## config.mk

```make
export PLATFORM = sky130hd
export DESIGN_NAME = l2_arbiter
export DESIGN_NICKNAME = d
export VERILOG_FILES = /design/src/rtl/l2_arbiter.sv
export SDC_FILE = /design/constraint.sdc
export NUM_CORES = 1
export LEC_CHECK = 0
export ABC_AREA = 1
export CORE_AREA = 2 2 542 544
export DETAILED_ROUTE_END_ITERATION = 7
export DIE_AREA = 0 0 544 546
export PLACE_DENSITY = 0.3
export REMOVE_ABC_BUFFERS = 1
export SLEW_MARGIN = 20
export SYNTH_ARGS = -nofsm -noshare
export SYNTH_HDL_FRONTEND = slang
export SYNTH_SLANG_ARGS = --single-unit
```

## constraint.sdc

```tcl
create_clock -name clk -period 1.7 [get_ports clk]
set_input_delay 0.255 -clock clk [delete_from_list [all_inputs] [get_ports clk]]
set_output_delay 0.255 -clock clk [all_outputs]
set_load 0.02 [all_outputs]
```

## src/rtl/l2_arbiter.sv

```systemverilog
// rtl/l2_arbiter.sv - icache/dcache arbiter onto a single L2 request port
module l2_arbiter #(
  parameter int LINE_W     = 256,
  parameter int STARVE_MAX = 2
) (
  input  logic              clk,
  input  logic              rst,
  input  logic [31:0]       i_address,
  input  logic              i_read,
  output logic [LINE_W-1:0] i_rdata,
  output logic              i_resp,
  input  logic [31:0]       d_address,
  input  logic              d_read,
  input  logic              d_write,
  input  logic [LINE_W-1:0] d_wdata,
  output logic [LINE_W-1:0] d_rdata,
  output logic              d_resp,
  output logic [31:0]       mem_address,
  output logic [LINE_W-1:0] mem_wdata,
  output logic              mem_read,
  output logic              mem_write,
  input  logic [LINE_W-1:0] mem_rdata,
  input  logic              mem_resp
);

  // Counter wide enough to hold STARVE_MAX itself (at least one bit).
  localparam int CNT_W = (STARVE_MAX < 1) ? 1 : $clog2(STARVE_MAX + 1);
  localparam logic [CNT_W-1:0] CNT_MAX = CNT_W'(STARVE_MAX);

  typedef enum logic [1:0] {
    IDLE = 2'd0,
    BUSY = 2'd1,
    DONE = 2'd2
  } state_e;

  state_e              state_q, state_d;
  logic [CNT_W-1:0]    starve_q, starve_d;
  logic [31:0]         addr_q, addr_d;
  logic [LINE_W-1:0]   wdata_q, wdata_d;
  logic                write_q, write_d;
  logic                win_i_q, win_i_d;
  logic [LINE_W-1:0]   i_rdata_q, i_rdata_d;
  logic [LINE_W-1:0]   d_rdata_q, d_rdata_d;

  logic                d_req;
  logic                grant_i;
  logic                grant_d;

  // Arbitration: dcache wins unless icache has waited through STARVE_MAX dcache grants.
  always_comb begin
    d_req   = d_read | d_write;
    grant_i = i_read & (~d_req | (starve_q == CNT_MAX));
    grant_d = d_req & ~grant_i;
  end

  // State register plus all latched transaction/result registers.
  always_ff @(posedge clk or negedge rst) begin
    if (!rst) begin
      state_q   <= IDLE;
      starve_q  <= '0;
      addr_q    <= '0;
      wdata_q   <= '0;
      write_q   <= 1'b0;
      win_i_q   <= 1'b0;
      i_rdata_q <= '0;
      d_rdata_q <= '0;
    end else begin
      state_q   <= state_d;
      starve_q  <= starve_d;
      addr_q    <= addr_d;
      wdata_q   <= wdata_d;
      write_q   <= write_d;
      win_i_q   <= win_i_d;
      i_rdata_q <= i_rdata_d;
      d_rdata_q <= d_rdata_d;
    end
  end

  // Next-state: IDLE waits for any request, BUSY waits for L2, DONE lasts one cycle.
  always_comb begin
    state_d = state_q;
    case (state_q)
      IDLE:    if (i_read | d_req) state_d = BUSY;
      BUSY:    if (mem_resp) state_d = DONE;
      DONE:    state_d = IDLE;
      default: state_d = IDLE;
    endcase
  end

  // Capture the winner's request in IDLE and the L2 line on completion in BUSY.
  always_comb begin
    starve_d  = starve_q;
    addr_d    = addr_q;
    wdata_d   = wdata_q;
    write_d   = write_q;
    win_i_d   = win_i_q;
    i_rdata_d = i_rdata_q;
    d_rdata_d = d_rdata_q;
    if (state_q == IDLE) begin
      if (grant_i) begin
        addr_d   = i_address;
        write_d  = 1'b0;
        win_i_d  = 1'b1;
        starve_d = '0;
      end else if (grant_d) begin
        addr_d  = d_address;
        wdata_d = d_wdata;
        // A simultaneous read+write from dcache is a writeback.
        write_d = d_write;
        win_i_d = 1'b0;
        if (i_read && (starve_q != CNT_MAX)) begin
          starve_d = starve_q + 1'b1;
        end
      end
    end
    if ((state_q == BUSY) && mem_resp) begin
      if (win_i_q) begin
        i_rdata_d = mem_rdata;
      end else begin
        d_rdata_d = mem_rdata;
      end
    end
  end

  // Outputs: strobes only in BUSY, one response pulse to the winner in DONE.
  always_comb begin
    mem_read  = (state_q == BUSY) & ~write_q;
    mem_write = (state_q == BUSY) & write_q;
    i_resp    = (state_q == DONE) & win_i_q;
    d_resp    = (state_q == DONE) & ~win_i_q;
  end

  assign mem_address = addr_q;
  assign mem_wdata   = wdata_q;
  assign i_rdata     = i_rdata_q;
  assign d_rdata     = d_rdata_q;

endmodule
```

Word level (Yosys, flattened, before mapping)
Cells that the tools add are included.
{"block": "totals", "reg_bits": 806, "wordCells": 51, "inputBits": 582, "output_inout_bits": 804}
{"block": "classes", "reduce_logical": 11, "n_mux": 12, "add_sub_neg": 1, "n_eq_ne": 6, "bitwise": 13}
{"op": "$mux W32", "n": 2}
{"op": "$mux W2", "n": 5}
{"op": "$reduce_and A2 Y1", "n": 4}
{"op": "$and A1 B1 Y1", "n": 6}
{"op": "$ne A2 B2 Y1 const B", "n": 3}
{"op": "$reduce_and A3 Y1", "n": 2}
{"op": "$eq A2 B2 Y1 const B", "n": 2}
{"op": "$mux W1", "n": 4}
{"op": "$not A1 Y1", "n": 4}
{"op": "$pmux W2 S2", "n": 1}
{"op": "$reduce_bool A2 Y1", "n": 2}
{"op": "$or A1 B1 Y1", "n": 3}
{"op": "$add A2 B1 Y2 const B", "n": 1}
{"op": "$eq A2 B1 Y1 const B", "n": 1}
{"op": "$logic_and A1 B1 Y1", "n": 2}
{"op": "$logic_not A2 Y1", "n": 1}

Longest topological paths before layout
Gate-level depths: netlist of run 1.
{"block": "depth", "ltp_word": 8, "depth_mapped": 10, "depth_no_buf": 8}

Worst setup path before layout of run 1
Ideal clock, no wire load.
{"block": "synth_path", "path_type": "register -> register", "from": "reg starve_q[0]", "to": "reg wdata_q[16], in the netlist mem_wdata[16]", "arrival_ns": 1.410, "setup_slack_ns": 0.224, "path_stages_with_launch": 10, "setup_time_ns": 0.066, "period_less_slack_ns": 1.476, "required_ns": 1.634, "path_buffers": 2, "path_cell_list": "dfrtp_1 -> inv_1 -> ha_1 -> inv_1 -> o21ai_4 -> nand2_1 -> buf_4 -> clkbuf_1 -> nand3_1 -> nand2_1"}
{"block": "synth_via", "elab_chain_len": 6}
{"element": "start, declared", "line": "37", "text": "logic [CNT_W-1:0] starve_q, starve_d;"}
{"element": "start signal, assigned", "line": "69", "text": "starve_q <= starve_d;"}
{"element": "$eq A2 B2 Y1 *", "line": "52", "text": "grant_i = i_read & (~d_req | (starve_q == CNT_MAX));"}
{"element": "$or A1 B1 Y1 *", "line": "52"}
{"element": "$and A1 B1 Y1 *", "line": "52"}
{"element": "$not A1 Y1 (no line) *"}
{"element": "$and A1 B1 Y1", "line": "53", "text": "grant_d = d_req & ~grant_i;"}
{"element": "$reduce_and A3 Y1 (no line) *"}
{"element": "end signal, assigned", "line": "71", "text": "wdata_q <= wdata_d;"}
{"element": "end, declared", "line": "39", "text": "logic [LINE_W-1:0] wdata_q, wdata_d;"}
Every way passes the cells marked *; elsewhere a longest branch is shown, timed or not.
A chain may end at the register's enable or synchronous reset.

Final worst setup path of run 1
{"block": "layout_path", "from": "reg state_q[1]", "to": "out d_resp"}
{"block": "layout_via", "elab_chain_len": 2}
{"element": "start, declared", "line": "36", "text": "state_e state_q, state_d;"}
{"element": "start signal, assigned", "line": "68", "text": "state_q <= state_d;"}
{"element": "$eq A2 B2 Y1", "line": "130", "text": "d_resp = (state_q == DONE) & ~win_i_q;"}
{"element": "$and A1 B1 Y1", "line": "130"}
{"element": "end, declared", "line": "17", "text": "output logic d_resp,"}
No other way between the ends.

==> results.md, run 1 <==
* Status: complete, but fails checks
* Failing checks: negative setup slack
* Yosys cell types at 21
* Layout cells sized above 1 at 31.97%
* Actual slew at the worst max-slew pin at 0.6513 ns
* Die outline height at 546 um
* Maxcap violations at 0
* Synth Register Bits at 806
* Worst r2r dst: mem_wdata[167]$_DFFE_PN0P_
* Post-DP Area at 51,060 sq um
* Final Hold Vio Count at 0
* Synth-to-layout area growth at 111.6%
* Clock tree sinks at 806
* Gpl congestion at 0.7920
* Crit Path Category: reg -> out
* Antenna violations before repair at 43
* Pin count of the biggest net entering global routing at 92
* Clk_lat worst skew at 0.83 ns
* Antenna viol nets, final at 0
* Via count at 31,829
* Max Clk Rate at 491.6 MHz
* Commonest non-fill, non-tap cells in the layout: nand2_1, dfrtp_1, buf_6
* Router iterations before antenna repair at 5
* Reg-to-Reg Start: state_q[1]$_DFFE_PN0P_
* Post-DP HPWL at 150.1 mm
* I/O Buffers at 1,385
* Post-synthesis sequential area ratio at 64.42%
* Peak VDD IR at 0.8124 mV
* Die W at 544 um
* Critical path endpoint category: output pin
* DRC at 0
* Number of global-route vias before repair at 33,992
* Ports at 1,386
* Core Region at 292,100 sq um
* TritonCTS clock tree: yes
* Period minus WS final at 2.034 ns
* DRT Wirelength at 208.5 mm
* Most common cell after layout, fill and taps aside: nand2_1
* First-pass GRT wire length at 276.5 mm
* Worst EP required at 1.44 ns
* Arrival @ worst endpoint at 1.78 ns
* Crit Path Max Fanout at 3
* Endpoints failing setup at 668
* Final period util at 119.7%
* Leakage dissipation at 31.46 nW
* Synthesized instance count at 3,329
* All-layer global routing usage at 13.08%
* Grt ovf at 0
* Yosys warns at 0
* R2R setup slack at -0.22 ns
* Slew headroom at 56.58%
* Post-layout util at 22.68%
* RSZ-0062 raised after global routing: true
* Worst Setup SP: state_q[1]$_DFFE_PN0P_
* Fin worst setup slack at -0.3341 ns
* Root buf cell: clkbuf_16
* Pwr Density at 1979 nW/um^2
* Initial Utilization at 10.72%
* Row count at 199
* CTS Buf Count at 114
* Post-Syn Area at 31,310 sq um
* Number of H-tree levels at 3
* Worst Skew at 0.05131 ns
* Die area at 297,000 sq um
* Initial detailed-routing violation count at 1,541
* Max Root-Sink Buffers at 4
* Min-Delay Path Class: in -> async
* Slew Limit Fails at 0
* Nature of the critical path startpoint: register
* Drt via density at 3.319
* Clock-pin slew on the worst setup and hold paths at 0.06 ns
* Layout Nets at 6,145
* Worst reg2reg path depth at 11
* Average cell area after synthesis at 9.405 sq um
* Post-DR wirelength/cell at 21.74 um
* Fin area at 66,240 sq um
* Critical path destination: d_resp
-- metal layers --
layer	up-vias	track usage [%]	routed length, um
met5	-	0	179
met4	26	3.014	4058
met3	218	5.108	18800
met2	1144	23.45	107000
met1	15395	14.34	78470
li1	15046	-	-
-- layout make-up --
class | count | area, sq um
Fill cell | 31938 | 225800
Timing Repair Buffer | 2327 | 26040
Sequential cell | 806 | 20200
Multi-Input combinational cell | 1982 | 10030
Tap cell | 3919 | 4903
Clock buffer | 164 | 3261
Inverter | 331 | 1250
Clock inverter | 36 | 494.2
Antenna cell | 24 | 60.06
-- worst min-delay path by stage --
stage                    from                    endpoint  slack, ns  depth (start not counted)
6_report                  rst   mem_wdata[29]$_DFFE_PN0P_       0.08                          3
5_1_grt          d_wdata[255]  mem_wdata[255]$_DFFE_PN0P_   -0.00005                          3
4_1_cts        mem_rdata[147]    d_rdata[147]$_DFFE_PN0P_     0.0005                          3
3_5_place_dp              rst   mem_wdata[34]$_DFFE_PN0P_       0.11                          1
3_3_place_gp              rst   mem_wdata[34]$_DFFE_PN0P_       0.11                          1
2_1_floorplan             rst      d_rdata[0]$_DFFE_PN0P_      -0.04                          0
-- sequential cells by signal, summed over array words and instances (netlist names) --
signal	count
mem_wdata	256
mem_address	32
state_q	2
i_rdata	256
win_i_q	1
starve_q	2
write_q	1
d_rdata	256
-- cells in the mapped netlist, drive strengths merged --
| cell | instances | area (sq um) |
|---|---|---|
| nand2 | 1128 | 4239 |
| dfrtp | 806 | 20170 |
| o21ai | 517 | 2599 |
| inv | 331 | 1242 |
| nand3 | 323 | 1642 |
| buf | 198 | 1293 |
| clkbuf | 16 | 60.06 |
| nor2 | 5 | 28.78 |
| nor3 | 2 | 10.01 |
| ha | 1 | 12.51 |
| nand4 | 1 | 6.260 |
| o21a | 1 | 7.510 |
-- where the power goes --
group          internal [mW]  switching (mW)
registers               28.4            7.72
logic                   33.5            36.9
clock network           14.6            9.95
-- critical path, stage by stage, from the launching register on --
cell,delay [ns]
dfrtp_2,0.41
buf_6,0.12
inv_4,0.03
nor3_4,0.24
buf_12,0.15
-- cells by family after synthesis --
group                      after synthesis  synth area share (%)
AOI/OAI and AO/OA                      518                 8.324
adders and majority gates                1               0.03996
buffers and inverters                  545                 8.288
DFF                                    806                 64.42
and+or+nand+nor                       1459                 18.93
-- per-stage QoR --
stage / TNS, ns / power [mW] / hold WS [ns] / setup WS [ns] / cells
after floorplan: -3433.25 / 54.50 / -0.04059 / -8.406 / 3115
after global placement: -149.86 / 90.57 / 0.1101 / -0.4301 / 8626
after detailed placement: -168.13 / 90.48 / 0.1093 / -0.4188 / 8626
after CTS: -160.63 / 127.7 / 0.0005083 / -0.4815 / 9481
after global routing: -156.36 / 138.8 / -0.00005218 / -0.5028 / 9580
final: -59.53 / 131.1 / 0.08057 / -0.3341 / 9589
-- what timing repair did --
item | CTS | global route
setup endpoints to repair | 1102 | 1377
gates resized for setup | 4903 | 584
hold endpoints to repair | 1442 | 0
buffers inserted | 172 | 38
pin swaps | 8 | 24
cloned | 38 | 56
hold buffers | 445 | 0
Note: power is estimated with default switching activity, not from simulation.
==> run 2, diff against run 1 <==
Settings changed: RECOVER_POWER set to 25.
==> run 2 against run 1 <==
Net effect: the flow still finishes with violations (negative setup slack); global-route usage stayed put; clock skew is 0.0012 ns higher; clock power hardly changed.
==> results.md, run 2 (synthesis gave the netlist of run 1 again) <==
* I/O Buffers at 1,385 (unchanged)
* Buf/Inv on CP at 3 (unchanged)
* Inst Count DP at 8,626 (unchanged)
* Post-DR wirelength/cell at 21.74 um (about the same)
* Most common cell after layout, fill and taps aside: nand2_1 (unchanged)
* Pin count of the biggest net entering global routing at 92 (unchanged)
* Commonest non-fill, non-tap cells in the layout: nand2_1, dfrtp_1, buf_6 (unchanged)
* Failing checks: negative setup slack (unchanged)
* Max incr delay on CP at 0.41 ns (about the same)
* Clock-pin slew on the worst setup and hold paths at 0.05 ns (was 0.06 ns)
* Die outline height at 546 um (unchanged)
* Maxcap violations at 0 (unchanged)
* Worst EP required at 1.44 ns (about the same)
* DRT Wirelength at 208.5 mm (about the same)
* Crit Path Category: reg -> out (unchanged)
* Pre-CTS WS at -0.4188 ns (unchanged)
* Top delay family on crit path: flip-flops (unchanged)
* Arrival @ worst endpoint at 1.78 ns (about the same)
* FILL cells at 31,948 (was 31,938)
* Die W at 544 um (unchanged)
* TritonCTS clock tree: yes (unchanged)
* Worst Skew at 0.05247 ns (was 0.05131 ns)
* Core Region at 292,100 sq um (unchanged)
* Row count at 199 (unchanged)
* Router iterations before antenna repair at 6 (was 5)
* Final period util at 119.7% (about the same)
* All-layer global routing usage at 13.08% (unchanged)
* Root buf cell: clkbuf_16 (unchanged)
* Max Clk Rate at 491.6 MHz (about the same)
* Max Root-Sink Buffers at 4 (unchanged)
* Drt via density at 3.321 (was 3.319)
* Nature of the critical path startpoint: register (unchanged)
* Slew headroom at 7.148% (was 56.58%)
* Crit Path Max Fanout at 3 (unchanged)
* Initial Utilization at 10.72% (unchanged)
* Number of global-route vias before repair at 33,992 (unchanged)
* Fin worst setup slack at -0.3342 ns (was -0.3341 ns)
* Final Hold Vio Count at 0 (unchanged)
* Total Power at 131.0 mW (was 131.1 mW)
* Endpoints failing setup at 667 (was 668)
* Slew Limit Fails at 0 (unchanged)
* Layout cells sized above 1 at 31.95% (was 31.97%)
* Leakage dissipation at 31.42 nW (was 31.46 nW)
* Critical path endpoint category: output pin (unchanged)
* Die area at 297,000 sq um (unchanged)
* Post-layout util at 22.64% (was 22.68%)
* CTS Buf Count at 114 (unchanged)
* Finished Layout Cells at 9,588 (was 9,589)
* Peak VDD IR at 0.8062 mV (was 0.8124 mV)
* Synth-to-layout area growth at 111.2% (was 111.6%)
* Layout Nets at 6,145 (unchanged)
* Via count at 31,845 (was 31,829)
* Clock tree sinks at 806 (unchanged)
* Status: complete, but fails checks (unchanged)
* DRC at 0 (unchanged)
* Gpl congestion at 0.7920 (unchanged)
* Number of H-tree levels at 3 (unchanged)
* Antenna violations before repair at 43 (unchanged)
* CP cell instances: buf_6 > inv_4 > nor3_4 > buf_12 (unchanged)
* Clk_lat worst skew at 0.83 ns (about the same)
* Grt ovf at 0 (unchanged)
* Min-Delay Path Class: in -> reg (was in -> async)
* Post-DP HPWL at 150.1 mm (unchanged)
* Pwr Density at 1982 nW/um^2 (was 1979 nW/um^2)
* First-pass GRT wire length at 276.5 mm (unchanged)
* Antenna viol nets, final at 0 (unchanged)
* Initial detailed-routing violation count at 1,556 (was 1,541)
* Slowest-stage cell, CP: dfrtp_2 (unchanged)
* Period minus WS final at 2.034 ns (about the same)
* Ports at 1,386 (unchanged)
* RSZ-0062 raised after global routing: true (unchanged)
* Actual slew at the worst max-slew pin at 1.393 ns (was 0.6513 ns)
run 2: per-stage QoR:
stage	area (sq um)	hold slack (ns)	TNS [ns]
global route	66110	-0.00005218	-158.80
detailed placement	51060	0.1093	-168.13
floorplan	29960	-0.04059	-3433.25
global placement	51060	0.1101	-149.86
CTS	63020	0.0005083	-160.63
finish	66130	0.08539	-59.64
run 2: repair_timing:
action / CTS / global route
gates resized for setup: 4903 / 584
buffers inserted: 172 / 38
cloned: 38 / 56
endpoints found under the hold margin: 1442 / 0
pin swaps: 8 / 24
hold buffers: 445 / 0
setup endpoints to repair: 1102 / 1377
run 2: layout make-up:
type,count,area [sq um],share of cell area [%]
repair buffers,2327,25930,39.21
flip-flops and latches,806,20200,30.55
multi-input cells,1982,10030,15.17
well taps,3919,4903,7.415
clock buffers,164,3261,4.931
inverters,331,1250,1.890
clock inverters,36,494.2,0.7474
diodes,23,57.56,0.08704
run 2: power breakdown:
| part | leakage [nW] | switching (mW) | internal (mW) |
|---|---|---|---|
| registers | 10.0 | 7.73 | 28.4 |
| clock network | 1.85 | 9.94 | 14.6 |
| logic | 19.6 | 36.9 | 33.4 |
| total | 31.4 | 54.6 | 76.4 |
run 2: routing by layer:
metal / global-route usage [%] / part of all wire (%) / wire length (um) / vias to the layer above
li1: - / - / - / 15046
met4: 3.014 / 1.9 / 4028 / 28
met2: 23.45 / 51 / 107000 / 1121
met5: 0 / 0.093 / 193 / -
met3: 5.108 / 8.9 / 18580 / 217
met1: 14.34 / 38 / 78680 / 15433
run 2: worst paths after layout:
check	slack, ns	startpoint	depth (start not counted)	endpoint
setup / recovery	-0.33	state_q[1]$_DFFE_PN0P_	4	d_resp
hold / removal	0.09	d_wdata[83]	3	mem_wdata[83]$_DFFE_PN0P_
setup reg to reg	-0.23	state_q[1]$_DFFE_PN0P_	11	mem_wdata[167]$_DFFE_PN0P_
hold reg to reg	0.46	mem_wdata[116]$_DFFE_PN0P_	2	mem_wdata[116]$_DFFE_PN0P_
max in group asynchronous	0.01	rst	4	d_rdata[133]$_DFFE_PN0P_
min in group asynchronous	0.22	rst	3	mem_wdata[80]$_DFFE_PN0P_
run 2: tightest hold or removal path: cells and delay by family:
kind	cells	cell delay, ns
buffers and inverters	1	0.43
and+or+nand+nor	2	0.15
==> run 3, diff against run 2 <==
Settings changed: CORE_AREA 2 2 542 544 to 2 2 534 536, DIE_AREA 0 0 544 546 to 0 0 536 538.
Clock period 1.7 ns to 2.5 ns, I/O delays scaled along.
==> run 3 against run 2 <==
Net effect: the run now ends clean; via count is 12% lower; critical path depth is 3 lower; power is 42% lower; non-clock buffer count is 833 lower; combinational power is 49% lower; global-route usage is 0.98 points lower; first-iteration DRC count is 23% lower; sequential cell count stayed put; critical path type unchanged; critical endpoint is now mem_wdata[2]; largest cell class is now sequential cells; largest power group unchanged.
==> results.md, run 3 (synthesis gave the netlist of run 1 again) <==
* Total Power at 75.95 mW (was 131.0 mW)
* Antenna violations before repair at 47 (was 43)
* DRT Wirelength at 182.5 mm (was 208.5 mm)
* Ports at 1,386 (unchanged)
* Die area at 288,400 sq um (was 297,000 sq um)
* Post-DR wirelength/cell at 21.23 um (was 21.74 um)
* TritonCTS clock tree: yes (unchanged)
* Initial Utilization at 11.05% (was 10.72%)
* Multi-input gate area at 8579 sq um (was 10,030 sq um)
* Min-Delay Path Class: in -> reg (unchanged)
* Final period util at 95.33%
* Via count at 28,066 (was 31,845)
* Finished Layout Cells at 8,595 (was 9,588)
* Pin count of the biggest net entering global routing at 123 (was 92)
* Max Clk Rate at 419.6 MHz
* Highest metal used: met5 (unchanged)
* Worst Skew at 0.03827 ns (was 0.05247 ns)
* Router iterations before antenna repair at 5 (was 6)
* Endpoints failing setup at 0 (was 667)
* All-layer global routing usage at 12.10% (was 13.08%)
* Fin worst setup slack at 0.1167 ns (was -0.3342 ns)
* Maxcap violations at 0 (unchanged)
* Final Hold Vio Count at 0 (unchanged)
* Core Region at 283,200 sq um (was 292,100 sq um)
* I/O Buffers at 1,385 (unchanged)
* Post-DP HPWL at 142.7 mm (was 150.1 mm)
* Setup TNS at 0 ns (was -59.64 ns)
* Slew headroom at 7.496% (was 7.148%)
* Buf/Inv on CP at 1 (was 3)
* CTS Buf Count at 114 (unchanged)
* Crit Path Max Fanout at 2 (was 3)
* Met1 WL at 68.69 mm (was 78.68 mm)
* Initial detailed-routing violation count at 1,198 (was 1,556)
* Die W at 536 um (was 544 um)
* Max Root-Sink Buffers at 4 (unchanged)
* Arrival @ worst endpoint at 2.01 ns (was 1.78 ns)
* Status: complete, no violations (was complete, but fails checks)
* Root buf cell: clkbuf_16 (unchanged)
* Worst EP required at 2.12 ns (was 1.44 ns)
* Number of global-route vias before repair at 29,434 (was 33,992)
* Period minus WS final at 2.383 ns
* Inst Count DP at 8,369 (was 8,626)
* Layout cells sized above 1 at 6.007% (was 31.95%)
* Slew Limit Fails at 0 (unchanged)
* Commonest non-fill, non-tap cells in the layout: clkdlybuf4s50_1, nand2_1, dfrtp_1 (was nand2_1, dfrtp_1, buf_6)
* Row count at 196 (was 199)
* Synth-to-layout area growth at 71.07% (was 111.2%)
* Clk_lat worst skew at 0.81 ns (was 0.83 ns)
* Actual slew at the worst max-slew pin at 1.388 ns (was 1.393 ns)
* Peak VDD IR at 0.5574 mV (was 0.8062 mV)
* Slowest-stage cell, CP: clkdlybuf4s50_1 (was dfrtp_2)
* Post-layout util at 18.91% (was 22.64%)
* CP cell instances: clkdlybuf4s50_1 (was buf_6 > inv_4 > nor3_4 > buf_12)
* Register Area at 20,170 sq um (was 20,200 sq um)
* Routed wl met2 at 86.69 mm (was 107.0 mm)
* Most common cell after layout, fill and taps aside: clkdlybuf4s50_1 (was nand2_1)
* Crit Path Category: reg -> out (unchanged)
* Pwr Density at 1418 nW/um^2 (was 1982 nW/um^2)
* Pre-CTS WS at 0.1338 ns (was -0.4188 ns)
* Leakage dissipation at 24.29 nW (was 31.42 nW)
* Die outline height at 538 um (was 546 um)
* Drt via density at 3.265 (was 3.321)
* Layout Nets at 5,308 (was 6,145)
* Antenna viol nets, final at 0 (unchanged)
* FILL cells at 31,384 (was 31,948)
* Max incr delay on CP at 0.86 ns (was 0.41 ns)
* Grt ovf at 0 (unchanged)
* Number of H-tree levels at 3 (unchanged)
* Critical path endpoint category: output pin (unchanged)
* Nature of the critical path startpoint: register (unchanged)
* Top delay family on crit path: buffers and inverters (was flip-flops)
* First-pass GRT wire length at 246.7 mm (was 276.5 mm)
* Clock-pin slew on the worst setup and hold paths at 0.06 ns (was 0.05 ns)
* DRC at 0 (unchanged)
* WL met3 at 20.72 mm (was 18.58 mm)
* Clock tree sinks at 806 (unchanged)
* RSZ-0062 raised after global routing: false (was true)
* Gpl congestion at 0.7693 (was 0.7920)
## run 3: cell count changes in the layout (fill, tap and decap cells not counted), sizes merged, moves of 4 or more
cell	before	now
clkbuf	222	197
dlygate4sd3	445	2
nand2	1132	1128
clkdlybuf4s50	579	1364
dlygate4sd2	0	16
bufbuf	5	0
buf	1240	87
clkinv	24	18
## run 3: report_power, final
group          switching (mW)  internal [mW]  total (mW)
combinational            21.5           14.7        36.1
clock                    6.65           10.1        16.8
sequential               3.80           19.2        23.0
total                    31.9           44.0        76.0
## run 3: final timing paths
path | start | end | slack [ns] | cells after the start
setup / recovery | mem_wdata[2]$_DFFE_PN0P_ | mem_wdata[2] | 0.12 | 1
hold / removal | mem_rdata[170] | i_rdata[170]$_DFFE_PN0P_ | 0.11 | 3
setup reg to reg | state_q[0]$_DFFE_PN0P_ | mem_wdata[243]$_DFFE_PN0P_ | 0.59 | 7
hold reg to reg | mem_wdata[0]$_DFFE_PN0P_ | mem_wdata[0]$_DFFE_PN0P_ | 0.47 | 2
max in group asynchronous | rst | mem_address[18]$_DFFE_PN0P_ | 0.28 | 4
min in group asynchronous | rst | d_rdata[61]$_DFFE_PN0P_ | 0.45 | 2
## run 3: layout make-up
cell class | instances | area share [%]
clock buffers | 172 | 6.424
multi-input cells | 1978 | 16.02
repair buffers | 1494 | 27.99
flip-flops and latches | 806 | 37.66
clock inverters | 30 | 0.6938
inverters | 331 | 2.320
diodes | 22 | 0.1028
well taps | 3762 | 8.788
## run 3: what timing repair did
item / in CTS / in global routing
hold buffers: 2 / 0
gates resized for setup: 25 / 5
buffers inserted: 0 / 0
endpoints found under the setup margin: 19 / 2
hold endpoints to repair: 342 / 0
## run 3: through the flow
| step | hold WS (ns) | area [sq um] |
|---|---|---|
| 6_report | 0.1139 | 53560 |
| 5_1_grt | 0.03283 | 53520 |
| 4_1_cts | 0.005585 | 53660 |
| 3_5_place_dp | 0.3409 | 49850 |
| 3_3_place_gp | 0.3307 | 49850 |
| 2_1_floorplan | 0.07941 | 29960 |
## run 3: metal layers
metal	GRT usage, %	vias to the layer above
met3	6.136	251
li1	-	13315
met2	20.39	1141
met5	0	-
met4	4.060	44
met1	13.06	13315
